--- config.mk ---
export PLATFORM = sky130hd
export DESIGN_NAME = da_dct8_engine
export DESIGN_NICKNAME = d
export VERILOG_FILES = /design/src/rtl/da_dct8_engine.sv
export SDC_FILE = /design/constraint.sdc
export NUM_CORES = 1
export LEC_CHECK = 0
export CAP_MARGIN = 40
export CORE_ASPECT_RATIO = 0.7
export CORE_MARGIN = 4
export CORE_UTILIZATION = 25
export DETAILED_ROUTE_END_ITERATION = 16
export GPL_TIMING_DRIVEN = 0
export PLACE_DENSITY = 0.45
export SYNTH_ARGS = -nofsm -noshare
export SYNTH_HDL_FRONTEND = slang
export SYNTH_SLANG_ARGS = --single-unit
--- constraint.sdc ---
create_clock -name clk -period 18.65 [get_ports clk]
set_input_delay 3.73 -clock clk [delete_from_list [all_inputs] [get_ports clk]]
set_output_delay 3.73 -clock clk [all_outputs]
set_load 0.01 [all_outputs]
--- src/rtl/da_dct8_engine.sv ---
// Bit-serial distributed-arithmetic 8-point DCT engine: one coefficient per DATA_W cycles,
// either a single selected k or all k = 0..7 from one captured set of samples.
module da_dct8_engine #(
    parameter int unsigned DATA_W = 8,
    localparam int unsigned OUT_W = DATA_W + 19
) (
    input  logic                     clk,
    input  logic                     reset,
    input  logic                     en,
    input  logic                     start,
    input  logic                     all_k,
    input  logic [2:0]               k_sel,
    input  logic signed [DATA_W-1:0] x0,
    input  logic signed [DATA_W-1:0] x1,
    input  logic signed [DATA_W-1:0] x2,
    input  logic signed [DATA_W-1:0] x3,
    input  logic signed [DATA_W-1:0] x4,
    input  logic signed [DATA_W-1:0] x5,
    input  logic signed [DATA_W-1:0] x6,
    input  logic signed [DATA_W-1:0] x7,
    output logic                     busy,
    output logic                     out_valid,
    output logic [2:0]               out_k,
    output logic signed [OUT_W-1:0]  out_data,
    output logic                     done
);

    localparam int unsigned BW = $clog2(DATA_W);
    localparam logic [BW-1:0] BMSB = BW'(DATA_W - 1);

    localparam logic signed [15:0] A4 = 16'sd2896;
    localparam logic signed [15:0] A1 = 16'sd4017;
    localparam logic signed [15:0] A2 = 16'sd3784;
    localparam logic signed [15:0] A3 = 16'sd3406;
    localparam logic signed [15:0] A5 = 16'sd2276;
    localparam logic signed [15:0] A6 = 16'sd1567;
    localparam logic signed [15:0] A7 = 16'sd799;

    // Row k, column n: round(8192 * c(k) * cos((2n+1) k pi / 16)).
    localparam logic signed [15:0] COEF [8][8] = '{
        '{ A4,  A4,  A4,  A4,  A4,  A4,  A4,  A4},
        '{ A1,  A3,  A5,  A7, -A7, -A5, -A3, -A1},
        '{ A2,  A6, -A6, -A2, -A2, -A6,  A6,  A2},
        '{ A3, -A7, -A1, -A5,  A5,  A1,  A7, -A3},
        '{ A4, -A4, -A4,  A4,  A4, -A4, -A4,  A4},
        '{ A5, -A1,  A7,  A3, -A3, -A7,  A1, -A5},
        '{ A6, -A2,  A2, -A6, -A6,  A2, -A2,  A6},
        '{ A7, -A5,  A3, -A1,  A1, -A3,  A5, -A7}
    };

    typedef enum logic [0:0] {StIdle, StRun} state_e;

    state_e                    state_q;
    logic                      busy_q;
    logic                      valid_q;
    logic                      done_q;
    logic [2:0]                outk_q;
    logic signed [OUT_W-1:0]   outd_q;
    logic signed [OUT_W-1:0]   acc_q;
    logic [2:0]                k_q;
    logic [BW-1:0]             b_q;
    logic                      all_q;
    logic [DATA_W-1:0]         x_q [8];

    logic signed [18:0]        psum;
    logic signed [OUT_W-1:0]   psum_w;
    logic signed [OUT_W-1:0]   acc_d;

    // Partial sum of the coefficients whose sample has a 1 in the current bit plane.
    always_comb begin
        psum = '0;
        for (int n = 0; n < 8; n++) begin
            if (x_q[n][b_q]) begin
                psum = psum + 19'(COEF[k_q][n]);
            end
        end
        psum_w = OUT_W'(psum);
        // The MSB plane carries negative weight in two's complement.
        if (b_q == BMSB) begin
            acc_d = -psum_w;
        end else begin
            acc_d = {acc_q[OUT_W-2:0], 1'b0} + psum_w;
        end
    end

    always_ff @(posedge clk) begin
        if (reset) begin
            state_q <= StIdle;
            busy_q  <= 1'b0;
            valid_q <= 1'b0;
            done_q  <= 1'b0;
            outk_q  <= '0;
            outd_q  <= '0;
            acc_q   <= '0;
            k_q     <= '0;
            b_q     <= '0;
            all_q   <= 1'b0;
            for (int n = 0; n < 8; n++) begin
                x_q[n] <= '0;
            end
        end else if (en) begin
            unique case (state_q)
                StIdle: begin
                    // busy still high here means this is the final output-pulse cycle.
                    if (busy_q) begin
                        busy_q  <= 1'b0;
                        valid_q <= 1'b0;
                        done_q  <= 1'b0;
                    end else if (start) begin
                        x_q[0]  <= x0;
                        x_q[1]  <= x1;
                        x_q[2]  <= x2;
                        x_q[3]  <= x3;
                        x_q[4]  <= x4;
                        x_q[5]  <= x5;
                        x_q[6]  <= x6;
                        x_q[7]  <= x7;
                        all_q   <= all_k;
                        k_q     <= all_k ? 3'd0 : k_sel;
                        b_q     <= BMSB;
                        busy_q  <= 1'b1;
                        state_q <= StRun;
                    end
                end
                StRun: begin
                    valid_q <= 1'b0;
                    done_q  <= 1'b0;
                    acc_q   <= acc_d;
                    if (b_q == '0) begin
                        valid_q <= 1'b1;
                        outk_q  <= k_q;
                        outd_q  <= acc_d;
                        if (!all_q || k_q == 3'd7) begin
                            done_q  <= 1'b1;
                            state_q <= StIdle;
                        end else begin
                            k_q <= k_q + 3'd1;
                            b_q <= BMSB;
                        end
                    end else begin
                        b_q <= b_q - 1'b1;
                    end
                end
                default: state_q <= StIdle;
            endcase
        end
    end

    assign busy      = busy_q;
    assign out_valid = valid_q;
    assign done      = done_q;
    assign out_k     = outk_q;
    assign out_data  = outd_q;

endmodule

==> flow_summary.json, run 1 <==
{
  "grt_util_met2": 0.252,
  "drc_errors": 0,
  "die_height_um": 217,
  "io_buffers": 103,
  "final_common_cell": "nand2_1",
  "grt_max_degree": 24,
  "rows": 76,
  "synth_edf_count": 64,
  "synth_area_leaders": "ha_1, edfxtp_1, dfxtp_1",
  "grt_pass1_vias": 15334,
  "max_stage_delay_ns": 0.61,
  "num_vias": 16232,
  "place_hpwl_um": 54000,
  "async_flop_share": 0,
  "drt_first_iter_violations": 1739,
  "cap_violations": 0,
  "fin_nets": 2395,
  "finalSetupViolations": 0,
  "cp-startpoint": "k_q[2]$_SDFFE_PP0P_",
  "max-slew-margin-rel": 0.372,
  "antenna_found_initial": 2,
  "finalCritPeriodShare": 0.943,
  "grt-ovfl-total": 0,
  "clk_latency_ns": 0.44,
  "rrSetupSlack_ns": 1.07,
  "antenna_cells": 0,
  "grt.total_usage": 0.189,
  "p_per_area_mw_per_mm2": 173,
  "seq_area_frac_synth": 0.209,
  "drt-total-wl_um": 64400,
  "hold_ws_ns": 0.453,
  "hold_viol": 0,
  "synth_seq_cells": 131,
  "root_buffer": "clkbuf_16",
  "tritoncts.num_buffers": 17,
  "synth_area_mm2": 0.0156,
  "clkSinkCount": 131,
  "ir_drop_mv": 0.0752,
  "synth.distinct_cells": 91,
  "worstPathMaxFanout": 10,
  "cp-end-kind": "register",
  "cp_common_cell": "nand2_1",
  "cts_htree_levels": 4,
  "io_pins": 105,
  "synth_top_area_frac": 0.131,
  "avgViaCountPerCell": 5.44,
  "clk_pin_slew_worst_paths_ns": 0.07,
  "syn_inst": 2014,
  "dr.pass1.iters": 5,
  "ff2ff_path_depth": 65,
  "place.gp.congestion": 0.918,
  "min_path_type": "register to register",
  "critPathSlowestCell": "a2111oi_1",
  "outcome": "finished clean",
  "drive_above_1_share": 0.0624,
  "critPathKind": "register to register",
  "grt_util_met1": 0.308,
  "power_uw": 3200,
  "critPathCapture": "acc_q[24]$_SDFFE_PP0P_",
  "grt.busiest_layer": "met1",
  "max_clock_freq_ghz": 0.0569,
  "die_w_um": 307,
  "cts_tree": "yes",
  "core-area_mm2": 0.0617,
  "rsz0062_at_grt": "no",
  "r2r-end": "acc_q[24]$_SDFFE_PP0P_",
  "fin_ws_ns": 1.07,
  "post-route-min-period_ns": 17.58,
  "die-area_mm2": 0.0666,
  "arrival_ns": 17.92,
  "start_util": 0.253,
  "synth_top_area_cell": "ha_1",
  "yosysWarningCount": 0,
  "avgRoutedWirePerCell_um": 21.6,
  "required_ns": 18.99,
  "ys.flop_type": "dfxtp_1",
  "syn_area_per_cell_um2": 7.76,
  "clk_path_buf_depth": 2,
  "syn_nets": 2258,
  "dp_slack_ns": -0.0319,
  "detail-route-antenna-nets": 0,
  "grt_pass1_wl_um": 96400,
  "r2r_start": "k_q[2]$_SDFFE_PP0P_",
  "worst_clock_skew_ns": 0.0112,
  "start_kind": "register",
  "final_cell_mix": "nand2_1, a21oi_1, nor2_1",
  "worst_pin_slew_ns": 0.930,
  "grtUsageMet3": 0.0409,
  "leakage_uw": 0.00791,
  "syn_to_final_growth_pct": 18.2,
  "finalMaxSlewViolations": 0
}
-- kinds of logic (layout without fill, tap and decap cells) --
logic type,count (synthesis),after routing,share of synthesized area
DFF,131,131,0.209
adders and majority gates,172,172,0.142
xor gates and xnor gates,103,103,0.0595
AOI/OAI and AO/OA,635,635,0.261
and+or+nand+nor,764,764,0.238
buffers and inverters,157,307,0.0406
muxes,52,52,0.0505
-- metrics by stage --
stage               TNS (ns)  utilization  cell area [µm²]  instances
global placement       -5.23        0.286            17700       2936
finish                     0        0.299            18500       2983
global route               0        0.299            18500       2983
CTS                        0        0.298            18400       2979
detailed placement   -0.0319        0.289            17800       2947
floorplan                  0            -            15600       2014
-- layout make-up --
cell class / instances / area (µm²)
Buffer: 84 / 363
Clock buffer: 18 / 429
Clock inverter: 14 / 151
Fill cell: 6600 / 43300
Inverter: 73 / 278
Multi-Input combinational cell: 1726 / 11800
Sequential cell: 131 / 3260
Tap cell: 819 / 1020
Timing Repair Buffer: 118 / 1190
-- worst min path at each step --
stage                                    from                         to  slack [ns]  cells past startpoint
CTS                  out_data[0]$_SDFFE_PP0P_   out_data[0]$_SDFFE_PP0P_        0.46                      2
detailed placement   out_data[0]$_SDFFE_PP0P_   out_data[0]$_SDFFE_PP0P_        0.45                      2
finish               out_data[0]$_SDFFE_PP0P_   out_data[0]$_SDFFE_PP0P_        0.45                      2
global placement     out_data[0]$_SDFFE_PP0P_   out_data[0]$_SDFFE_PP0P_        0.45                      2
global route        out_data[18]$_SDFFE_PP0P_  out_data[18]$_SDFFE_PP0P_        0.48                      2
floorplan               acc_q[0]$_SDFFE_PP0P_      acc_q[0]$_SDFFE_PP0P_        0.44                      2
-- Yosys cell counts, types with 33 or more instances --
cell type,number
a211oi_1,50
a21o_1,47
a21oi_1,188
and3_1,70
clkbuf_1,64
dfxtp_1,67
edfxtp_1,64
ha_1,164
inv_1,71
nand2_1,235
nand3_1,52
nor2_1,183
nor2b_1,33
nor3_1,49
o21ai_0,133
xnor2_1,58
xor2_1,43
-- power breakdown --
part           internal (µW)  leakage, µW  switching [µW]  total (µW)
clock network            198     0.000272             136         333
registers                325      0.00122            11.6         336
logic                    943      0.00642            1580        2530
-- timing repair --
item / 4_1_cts / 5_1_grt
endpoints found under the setup margin: 4 / 17
hold buffers: 0 / 0
pin swaps: 0 / 0
resized for setup: 1 / 10
buffers inserted: 0 / 4
-- worst max-delay path, delay by kind of cell, from the launching register on --
kind	cells	cell delay, ns
adder cells (fa/ha/maj)	8	2.71
XOR/XNOR	8	1.87
AND/OR/NAND/NOR	19	3.04
buffers and inverters	7	2.45
AO/OA/AOI/OAI	23	6.93
flip-flops	1	0.46
-- state kept, by name, indices dropped and copies added, names as in the netlist, 3 cells and up --
signal and flops:
x_q 64, out_data 27, acc_q 26, b_q 3
k_q 3, out_k 3
-- per-layer routing --
| layer | up-vias | part of all wire |
|---|---|---|
| li1 | 7774 | - |
| met1 | 7808 | 0.53 |
| met2 | 603 | 0.37 |
| met3 | 43 | 0.084 |
| met4 | 4 | 0.0094 |
| met5 | - | 0.00053 |
No activity file was read; power rests on OpenSTA's default activity.
==> run 2, diff against run 1 <==
--- a/config.mk
+++ b/config.mk
@@ -9,6 +9,7 @@
 export CORE_ASPECT_RATIO = 0.7
 export CORE_MARGIN = 4
 export CORE_UTILIZATION = 25
+export CTS_CLUSTER_SIZE = 40
 export DETAILED_ROUTE_END_ITERATION = 16
 export GPL_TIMING_DRIVEN = 0
 export PLACE_DENSITY = 0.45
==> results of run 2 <==
Final layout, timing and power as in run 1 (identical DEF).
==> run 3, diff against run 2 <==
--- a/config.mk
+++ b/config.mk
@@ -9,10 +9,10 @@
 export CORE_ASPECT_RATIO = 0.7
 export CORE_MARGIN = 4
 export CORE_UTILIZATION = 25
+export CTS_BUF_LIST = sky130_fd_sc_hd__clkbuf_16
 export CTS_CLUSTER_SIZE = 40
 export DETAILED_ROUTE_END_ITERATION = 16
 export GPL_TIMING_DRIVEN = 0
-export PLACE_DENSITY = 0.45
 export SYNTH_ARGS = -nofsm -noshare
 export SYNTH_HDL_FRONTEND = slang
 export SYNTH_SLANG_ARGS = --single-unit
==> flow_summary.json, run 3 (synthesized netlist as in run 1, its figures left out) <==
{
  "outcome": "finished clean",
  "cts_resized": 0,
  "num_vias": 16319,
  "p_sw_uw": 1670,
  "drt-total-wl_um": 58800,
  "cts_htree_levels": 4,
  "drt_first_iter_violations": 2140,
  "io_pins": 105,
  "core-area_mm2": 0.0617,
  "hold_ws_ns": 0.461,
  "finalMaxSlewViolations": 0,
  "final_cell_mix": "nand2_1, a21oi_1, nor2_1",
  "die_height_um": 217,
  "postCtsSetupRepairBufs": 0,
  "die-area_mm2": 0.0666,
  "worst_pin_slew_ns": 1.01,
  "worst_clock_skew_ns": 0.0107,
  "io_buffers": 103,
  "seq_power_share": 0.107,
  "top_register": "x_q",
  "max-slew-margin-rel": 0.312,
  "grt_max_degree": 28,
  "drive_above_1_share": 0.0579,
  "p_comb_frac": 0.784,
  "syn_to_final_growth_pct": 17.7,
  "max_clock_freq_ghz": 0.0561,
  "cap_violations": 0,
  "leakage_uw": 0.00790,
  "clk_pin_slew_worst_paths_ns": 0.06,
  "required_ns": 18.98,
  "grt-ovfl-total": 0,
  "p_clk_frac": 0.108,
  "cp-end-kind": "register",
  "rows": 76,
  "die_w_um": 307,
  "swShare": 0.533,
  "antenna_found_initial": 0,
  "finalCritPeriodShare": 0.956,
  "clkSinkCount": 131,
  "grt_pass1_vias": 14634,
  "critPathSlowestCell": "ha_2",
  "finalSetupViolations": 0,
  "postCtsHoldBufs": 0,
  "avgRoutedWirePerCell_um": 19.8,
  "final_area_mm2": 0.0184,
  "fillers": 6631,
  "internal_power_uw": 1460,
  "min_path_type": "register to register",
  "place_area_mm2": 0.0178,
  "max_stage_delay_ns": 0.70,
  "largest_reg_flops": 64,
  "worstPathMaxFanout": 12,
  "fin_nets": 2390,
  "critPathKind": "register to register",
  "grt_pass1_wl_um": 89200,
  "p_per_area_mw_per_mm2": 170,
  "fin_ws_ns": 0.816,
  "ir_drop_mv": 0.0909,
  "tritoncts.num_buffers": 17,
  "post-route-min-period_ns": 17.83,
  "clk_path_buf_depth": 2,
  "hold_viol": 0,
  "fin_util": 0.298,
  "arrival_ns": 18.16,
  "dp_slack_ns": 0.998,
  "start_util": 0.253,
  "place.gp.congestion": 0.968,
  "dr.pass1.iters": 6,
  "start_kind": "register",
  "cp_common_cell": "nand2_1",
  "final_common_cell": "nand2_1",
  "drc_errors": 0,
  "place_hpwl_um": 48500,
  "avgViaCountPerCell": 5.48,
  "detail-route-antenna-nets": 0,
  "root_buffer": "clkbuf_16",
  "cts_tree": "yes",
  "grt.total_usage": 0.171,
  "clk_latency_ns": 0.42,
  "rrSetupSlack_ns": 0.82
}
## run 3: cell types whose count changed in the layout (fill, tap and decap cells not counted), moves of 2 or more
cell,change
buf_4,-5
buf_16,-2
clkinvlp_4,-5
inv_1,+3
buf_12,+2
inv_4,+2
clkbuf_2,-2
inv_6,-4
## run 3: path summary, 6_finish.rpt
| kind | startpoint | end | cells after the start |
|---|---|---|---|
| setup reg to reg | k_q[1]$_SDFFE_PP0P_ | acc_q[24]$_SDFFE_PP0P_ | 66 |
| hold reg to reg | out_data[14]$_SDFFE_PP0P_ | out_data[14]$_SDFFE_PP0P_ | 2 |
| hold / removal | out_data[14]$_SDFFE_PP0P_ | out_data[14]$_SDFFE_PP0P_ | 2 |
| setup / recovery | k_q[1]$_SDFFE_PP0P_ | acc_q[24]$_SDFFE_PP0P_ | 66 |
## run 3: power groups by stage
stage / Clock, µW / Combinational [µW] / Sequential [µW]
after floorplan: 0 / 1770 / 342
after global placement: 0 / 2350 / 345
after detailed placement: 0 / 2360 / 343
after CTS: 342 / 2380 / 337
after global routing: 356 / 2690 / 339
final: 340 / 2460 / 337
## run 3: stage by stage
step | setup TNS [ns] | cells | power [µW]
detailed placement | 0 | 2946 | 2700
CTS | 0 | 2978 | 3060
floorplan | 0 | 2014 | 2120
global route | -0.0503 | 2978 | 3390
global placement | -0.323 | 2936 | 2700
finish | 0 | 2979 | 3130
## run 3: area by class of cell
| cell class | count | area, µm² | area share |
|---|---|---|---|
| Inverter | 73 | 274 | 0.0149 |
| Timing Repair Buffer | 113 | 1130 | 0.0615 |
| Clock inverter | 14 | 135 | 0.00735 |
| Tap cell | 819 | 1020 | 0.0557 |
| Clock buffer | 18 | 450 | 0.0245 |
| Buffer | 84 | 360 | 0.0196 |
| Sequential cell | 131 | 3260 | 0.178 |
| Multi-Input combinational cell | 1726 | 11700 | 0.639 |
| Antenna cell | 1 | 2.50 | 0.000136 |
## run 3: metal layers
metal | GRT usage | routed length, µm | up-vias | share of wire
met5 | 0.00581 | 54 | - | 0.00092
met4 | 0.0201 | 573 | 2 | 0.0097
met3 | 0.0424 | 6560 | 51 | 0.11
met2 | 0.222 | 21500 | 806 | 0.37
met1 | 0.280 | 30200 | 7692 | 0.51
li1 | - | - | 7768 | -
## run 3: critical path: cells and delay by family (launching register included)
family / cells / cell delay (ns)
AO/OA/AOI/OAI: 21 / 6.20
XOR/XNOR: 8 / 1.76
adder cells (fa/ha/maj): 9 / 3.40
buffers and inverters: 6 / 1.99
flip-flops: 1 / 0.58
AND/OR/NAND/NOR: 22 / 3.80
